`src/rtl/if_stage_pkg.sv`:
```
// Shared constants, state encoding and helpers for the instruction-fetch stage.
package if_stage_pkg;

  localparam logic [31:0] IF_RESET_PC   = 32'hBFC0_0000;
  localparam logic [4:0]  EXC_ADEL      = 5'h04;
  localparam logic [4:0]  EXC_NONE      = 5'h00;
  localparam logic [31:0] INST_INIT     = 32'h0000_0000;
  localparam logic [31:0] VADDR_INIT    = 32'h0000_0000;
  localparam logic        EXC_FLAG_INIT = 1'b0;

  typedef enum logic [2:0] {
    S_IDLE   = 3'd0,
    S_REQ    = 3'd1,
    S_WAIT   = 3'd2,
    S_HOLD   = 3'd3,
    S_CANCEL = 3'd4
  } if_state_e;

  function automatic logic pc_misaligned(input logic [31:0] pc);
    return pc[1:0] != 2'b00;
  endfunction

endpackage

```
`src/rtl/if_inst_buf.sv`:
```
// Holding register set for the fetched instruction and its sideband fields.
module if_inst_buf
  import if_stage_pkg::*;
#(
  parameter logic [31:0] RESET_PC = IF_RESET_PC
) (
  input  logic        clk,
  input  logic        rst,
  input  logic        clr,
  input  logic        load,
  input  logic [31:0] ld_inst,
  input  logic        ld_exc,
  input  logic [4:0]  ld_exc_code,
  input  logic [31:0] ld_vaddr,
  input  logic [31:0] ld_pc,
  output logic [31:0] inst_out,
  output logic        exc_out,
  output logic [4:0]  exc_code_out,
  output logic [31:0] vaddr_out,
  output logic [31:0] pc_out
);

  logic [31:0] inst_q, inst_d;
  logic        exc_q, exc_d;
  logic [4:0]  exc_code_q, exc_code_d;
  logic [31:0] vaddr_q, vaddr_d;
  logic [31:0] pc_q, pc_d;

  // A flush wipes the payload but leaves the PC; load only happens outside a flush.
  always_comb begin
    inst_d     = inst_q;
    exc_d      = exc_q;
    exc_code_d = exc_code_q;
    vaddr_d    = vaddr_q;
    pc_d       = pc_q;
    if (clr) begin
      inst_d     = INST_INIT;
      exc_d      = EXC_FLAG_INIT;
      exc_code_d = EXC_NONE;
      vaddr_d    = VADDR_INIT;
    end else if (load) begin
      inst_d     = ld_inst;
      exc_d      = ld_exc;
      exc_code_d = ld_exc_code;
      vaddr_d    = ld_vaddr;
      pc_d       = ld_pc;
    end
  end

  always_ff @(posedge clk) begin
    if (rst) begin
      inst_q     <= INST_INIT;
      exc_q      <= EXC_FLAG_INIT;
      exc_code_q <= EXC_NONE;
      vaddr_q    <= VADDR_INIT;
      pc_q       <= RESET_PC;
    end else begin
      inst_q     <= inst_d;
      exc_q      <= exc_d;
      exc_code_q <= exc_code_d;
      vaddr_q    <= vaddr_d;
      pc_q       <= pc_d;
    end
  end

  assign inst_out     = inst_q;
  assign exc_out      = exc_q;
  assign exc_code_out = exc_code_q;
  assign vaddr_out    = vaddr_q;
  assign pc_out       = pc_q;

endmodule

```
`src/rtl/if_stage.sv`:
```
// Instruction-fetch stage: single-outstanding SRAM fetch, hold buffer, flush/cancel.
// Optional stall counter output enabled by defining IF_STALL_CNT_EN.
module if_stage
  import if_stage_pkg::*;
#(
  parameter logic [31:0] RESET_PC = IF_RESET_PC
) (
  input  logic        clk,
  input  logic        rst,
  input  logic        id_allowin_in,
  output logic        if_valid_out,
  input  logic [31:0] id_nextPC_in,
  input  logic        wb_ClrStpJmp_in,
  output logic [31:0] if_NPC_fast_out,
  output logic [31:0] if_PC_out,
  output logic [31:0] if_NPC_out,
  output logic [31:0] if_NNPC_out,
  output logic [31:0] if_Instruct_out,
  output logic        if_exception_out,
  output logic [4:0]  if_ExcCode_out,
  output logic [31:0] if_error_VAddr_out,
  output logic        inst_req_out,
  output logic [31:0] inst_addr_out,
  input  logic        inst_addr_ok_in,
  input  logic        inst_data_ok_in,
  input  logic [31:0] inst_rdata_in
`ifdef IF_STALL_CNT_EN
  ,
  output logic [31:0] if_stall_cnt_out
`endif
);

  if_state_e   state_q, state_d;
  logic [31:0] fetch_pc_q, fetch_pc_d;
  logic        misalign, flush, handoff;
  logic        buf_load, buf_clr;
  logic [31:0] buf_pc;

  assign misalign = pc_misaligned(fetch_pc_q);
  assign flush    = wb_ClrStpJmp_in;
  assign handoff  = (state_q == S_HOLD) && id_allowin_in;

  always_ff @(posedge clk) begin
    if (rst) begin
      state_q    <= S_IDLE;
      fetch_pc_q <= RESET_PC;
    end else begin
      state_q    <= state_d;
      fetch_pc_q <= fetch_pc_d;
    end
  end

  // Flush outranks everything; an accepted-but-unreturned request must drain through CANCEL.
  always_comb begin
    state_d    = state_q;
    fetch_pc_d = fetch_pc_q;
    if (flush || handoff) fetch_pc_d = id_nextPC_in;
    case (state_q)
      S_IDLE: state_d = S_REQ;
      S_REQ: begin
        if (flush)                       state_d = (inst_addr_ok_in && !misalign) ? S_CANCEL : S_REQ;
        else if (misalign)               state_d = S_HOLD;
        else if (inst_addr_ok_in)        state_d = S_WAIT;
      end
      S_WAIT: begin
        if (flush)                       state_d = inst_data_ok_in ? S_REQ : S_CANCEL;
        else if (inst_data_ok_in)        state_d = S_HOLD;
      end
      S_HOLD:   if (flush || id_allowin_in) state_d = S_REQ;
      S_CANCEL: if (inst_data_ok_in)        state_d = S_REQ;
      default:  state_d = S_IDLE;
    endcase
  end

  always_comb begin
    if_valid_out  = (state_q == S_HOLD);
    inst_req_out  = (state_q == S_REQ) && !misalign;
    inst_addr_out = (state_q == S_REQ) ? fetch_pc_q : 32'h0;
    buf_clr       = flush;
    buf_load      = !flush && (((state_q == S_WAIT) && inst_data_ok_in) ||
                               ((state_q == S_REQ) && misalign));
  end

  if_inst_buf #(.RESET_PC(RESET_PC)) u_buf (
    .clk          (clk),
    .rst          (rst),
    .clr          (buf_clr),
    .load         (buf_load),
    .ld_inst      (misalign ? INST_INIT : inst_rdata_in),
    .ld_exc       (misalign),
    .ld_exc_code  (misalign ? EXC_ADEL : EXC_NONE),
    .ld_vaddr     (misalign ? fetch_pc_q : VADDR_INIT),
    .ld_pc        (fetch_pc_q),
    .inst_out     (if_Instruct_out),
    .exc_out      (if_exception_out),
    .exc_code_out (if_ExcCode_out),
    .vaddr_out    (if_error_VAddr_out),
    .pc_out       (buf_pc)
  );

  assign if_PC_out       = buf_pc;
  assign if_NPC_out      = buf_pc + 32'd4;
  assign if_NNPC_out     = buf_pc + 32'd8;
  assign if_NPC_fast_out = buf_pc + 32'd4;

`ifdef IF_STALL_CNT_EN
  logic [31:0] stall_cnt_q, stall_cnt_d;
  logic        stall_inc;

  assign stall_inc = (state_q == S_REQ) || (state_q == S_WAIT) || (state_q == S_CANCEL) ||
                     ((state_q == S_HOLD) && !id_allowin_in);

  always_comb begin
    stall_cnt_d = stall_cnt_q;
    if (stall_inc && (stall_cnt_q != 32'hFFFF_FFFF)) stall_cnt_d = stall_cnt_q + 32'd1;
  end

  always_ff @(posedge clk) begin
    if (rst) stall_cnt_q <= 32'h0;
    else     stall_cnt_q <= stall_cnt_d;
  end

  assign if_stall_cnt_out = stall_cnt_q;
`endif

endmodule

```
`config.mk`:
```
export PLATFORM = sky130hd
export DESIGN_NAME = if_stage
export DESIGN_NICKNAME = d
export VERILOG_FILES = /design/src/rtl/if_stage_pkg.sv /design/src/rtl/if_inst_buf.sv /design/src/rtl/if_stage.sv
export SDC_FILE = /design/constraint.sdc
export NUM_CORES = 1
export LEC_CHECK = 0
export CORE_MARGIN = 4
export CORE_UTILIZATION = 30
export CTS_CLUSTER_SIZE = 20
export DETAILED_ROUTE_END_ITERATION = 12
export GPL_TIMING_DRIVEN = 0
export SLEW_MARGIN = 20
export SYNTH_ARGS = -nofsm -noshare
export SYNTH_HDL_FRONTEND = slang
export SYNTH_SLANG_ARGS = --single-unit
```
`constraint.sdc`:
```
create_clock -name clk -period 6.6 [get_ports clk]
set_input_delay 1.98 -clock clk [delete_from_list [all_inputs] [get_ports clk]]
set_output_delay 1.98 -clock clk [all_outputs]
set_load 0.02 [all_outputs]
```
==> results of run 1 <==
==> path summary, 6_finish.rpt <==
kind	cells after the start	from	slack (ns)	endpoint
hold / removal	1	u_buf.vaddr_out[13]	0.47	u_buf.vaddr_out[13]
hold reg to reg	1	u_buf.vaddr_out[13]	0.47	u_buf.vaddr_out[13]
setup / recovery	7	u_buf.pc_out[4]	1.36	if_NPC_out[17]
setup reg to reg	5	fetch_pc_q[0]	4.66	u_buf.pc_out[30]
==> metal layers <==
| layer | track usage [%] | vias up |
|---|---|---|
| li1 | - | 3053 |
| met3 | 4.91 | 27 |
| met5 | 0 | - |
| met1 | 24.3 | 2847 |
| met2 | 31.7 | 199 |
| met4 | 6.19 | 0 |
==> state kept, by name, indices dropped and copies added, names as in the netlist <==
signal              flops
fetch_pc_q             32
state_q                 3
u_buf.exc_code_out      1
u_buf.inst_out         32
u_buf.pc_out           32
u_buf.vaddr_out        32
==> layout by cell type, fill, tap and decap left out, drive strengths merged, types with 2 or more instances in the layout <==
cell	synthesis	layout
a211o	9	9
a21oi	51	51
a22o	62	62
a31oi	2	2
and2	34	34
and3	12	12
and4	3	3
buf	83	83
bufinv	0	2
clkbuf	18	36
clkdlybuf4s50	0	297
clkinv	1	6
clkinvlp	0	3
conb	1	4
dfxtp	132	132
ha	2	2
inv	4	8
nand2	83	83
nand2b	5	5
nand3	46	46
nand3b	11	11
nand4	17	17
nor2	15	15
nor2b	2	2
nor3	7	7
nor3b	2	2
nor4	5	5
o21ai	30	30
or2	2	2
xnor2	40	40
xor2	15	15
==> cells in the mapped netlist (all sizes together) (2+ instances only) <==
| cell type | number |
|---|---|
| buf | 83 |
| or2 | 2 |
| nand2b | 5 |
| xor2 | 15 |
| nor3b | 2 |
| a31oi | 2 |
| and3 | 12 |
| nor4 | 5 |
| ha | 2 |
| nand3b | 11 |
| xnor2 | 40 |
| nand4 | 17 |
| dfxtp | 132 |
| nand2 | 83 |
| inv | 4 |
| a211o | 9 |
| nor3 | 7 |
| and4 | 3 |
| nand3 | 46 |
| nor2b | 2 |
| and2 | 34 |
| a22o | 62 |
| clkbuf | 18 |
| a21oi | 51 |
| nor2 | 15 |
| o21ai | 30 |
==> stage by stage <==
step                      instance area [um^2]  utilization (%)  hold slack, ns  worst slack, ns  cells
final                                    10200             49.8           0.474             1.36   1306
after global routing                     10200             49.8           0.491             1.18   1306
after CTS                                10200             49.8           0.481             1.32   1305
after detailed placement                  9600             47.0           0.463             1.78   1273
after global placement                    9590             47.0           0.461             1.79   1273
after floorplan                           6280                -           0.453             2.36    706
==> logic make-up after synthesis <==
logic type                 Yosys count  share of synthesized area (%)
and+or+nand+nor                    247                           22.3
adders and majority gates            2                          0.399
AOI/OAI and AO/OA                  160                           17.6
other                                1                         0.0598
DFF                                132                           42.1
buffers and inverters              106                           9.84
xor gates and xnor gates            55                           7.68
==> power by group through the flow <==
stage | registers, W | logic, W | clock network [W]
global route | 0.000848 | 0.000351 | 0.000989
detailed placement | 0.000862 | 0.000328 | 0
CTS | 0.000844 | 0.000329 | 0.000948
finish | 0.000845 | 0.000325 | 0.000930
global placement | 0.000862 | 0.000327 | 0
floorplan | 0.000863 | 0.000160 | 0
==> layout make-up <==
type / instances / area [um^2] / share of cell area, %
Multi-Input combinational cell: 468 / 3030 / 29.7
Timing Repair Buffer: 297 / 2970 / 29.2
Sequential cell: 132 / 2640 / 26.0
Buffer: 101 / 598 / 5.88
Clock buffer: 18 / 429 / 4.22
Tap cell: 270 / 338 / 3.32
Clock inverter: 14 / 150 / 1.47
Inverter: 5 / 18.8 / 0.184
Antenna cell: 1 / 2.50 / 0.0246
==> summary.md, run 1 <==
| Metric | Value |
|---|---|
| Max Clock Freq | `approximately 0.19 GHz` |
| Worst Hold Class | `reg -> reg` |
| Syn Area/Cell | `a little under 9 um^2` |
| Fin. Hold Viols | `0` |
| DR WL/cell | `around 18 um` |
| Worst path bufs/invs | `2` |
| Worst path slowest cell | `clkdlybuf4s50_1` |
| Core Region | `~20000 um^2` |
| Antenna violations before repair | `1` |
| Met3 Wirelength | `roughly 1300 um` |
| GR Util All Layers | `a little under a fifth` |
| Worst Path Max Fanout | `8` |
| Pwr dens | `206 nW/um^2` |
| M1 WL | `10200 um` |
| # hold bufs at CTS | `0` |
| Drt initial violations | `roughly 250` |
| Wire length on met2 | `11000 um` |
| Via density per instance | `4.69` |
| Min cycle time layout | `around 5.2 ns` |
| Skew final | `approximately 0.011 ns` |
| VDD IR max | `0.196 mV` |
| H-tree levels | `4` |
| Largest cells by area after synthesis | `dfxtp_1 (42%), a22o_1 (8.7%), buf_4 (5.6%), xnor2_1 (5.6%), nand2_1 (4.8%)` |
| Largest net degree at the start of global routing | `17` |
| RSZ-0062 raised after global routing | `no` |
| Worst Setup End Kind | `output pin` |
| Via count | `~6.1k` |
| CTS tree | `built` |
| Internal power | `roughly 0.0015 W` |
| Detail Route Antenna Nets | `0` |
| Top_reg_cell synth | `dfxtp_1` |
| # IOs | `roughly 300` |
| Width of the die | `around 150 um` |
| Tcrit/Tclk final | `roughly four fifths` |
| Clock root buffer | `clkbuf_16` |
| Sequential share of power | `around two fifths` |
| Final WL | `23000 um` |
| Cell breakdown of the critical path | `ha_1 -> nand3_2 -> nor4_4 -> nand3_1 -> xnor2_1 -> buf_4 -> clkdlybuf4s50_1` |
| Layout area overhead | `62.3%` |
| Cells after Synth | `between 700 and 800` |
| LEAKAGE | `3.98 nW` |
| CP top delay family | `simple AND/OR/NAND/NOR gates` |
| Clock transition at path regs | `roughly 0.060 ns` |
| Least-Margin Pin Slew | `roughly 0.61 ns` |
| Initial core utilization | `30.7%` |
| Net Switching | `0.000567 W` |
| Final HPWL DP | `~18000 um` |
| Drt pass-1 iters | `5` |
| Number of synthesized flops with an enable pin | `0` |
| Global route overflow | `0` |
| Worst path arrival time | `3.26 ns` |
| Synth Register Bits | `132` |
| Crit path launch type | `register` |
| Ys Warns | `0` |
| Clk pwr share | `roughly 44%` |
| Unique masters post-synth | `52` |
| Sequential area share after synthesis | `between 40% and 50%` |
| RePlAce Congestion | `0.841` |
| Top-area cell type share of the netlist area | `between 40% and 50%` |
| Final Max Slew Viols | `0` |
| Die Footprint | `about 23000 um^2` |
| Outcome | `finished, final reports clean` |
| Combinational share of power | `15.5%` |
| CTS sink cnt | `between 100 and 150` |
| Async set-reset flop share out of synthesis | `0%` |
| # DRC | `0` |
| # rows | `52` |
| PortBufs | `around 300` |
| Post-CTS sizing | `0` |
| Synth Cell Area | `about 6300 um^2` |
| Nets@finish | `between 1k and 1.5k` |
| Vias in the first global route | `about 6k` |
| Sw Ratio | `27.0%` |
| Max Cap Viol | `0` |
| Final-layout fill cell count | `2019` |
| Area leader, netlist | `dfxtp_1` |
| Post CTS Setup Buffer Count | `0` |
| Maximum buffer depth of the clock tree | `2` |
| Total power | `0.00210 W` |
| Clock buffer count from CTS | `17` |
| # setup viols final | `0` |
| CP peak stage delay | `~0.59 ns` |
| First-pass GRT wire length | `35500 um` |
| Slew Limit Headroom | `~60%` |
| Worst path required time | `around 4.6 ns` |
| Later-pin clock latency in the skew report | `approximately 0.42 ns` |
| WS Path Type | `reg -> out` |
| Share of cells above drive strength 1 | `about an eighth` |
| Die height | `approximately 150 um` |
| Top Layer Used | `met4` |
| Setup TNS | `0 ns` |
Power figures use the tool's default switching activity.
==> inputs of run 2 (changes only) <==
- clock period: 6.6 -> 5.3 ns (I/O delays scaled with it)
==> results of run 2 <==
The final DEF is identical to that of run 1. Status: finished, final reports clean.
Main changes from that run: setup slack after placement 1.78 ns -> 0.866 ns; setup slack after layout 1.36 ns -> 0.447 ns; register-to-register setup slack 4.66 ns -> 3.36 ns; total power 0.00210 W -> 0.00261 W; worst IR drop on VDD 0.196 mV -> 0.245 mV
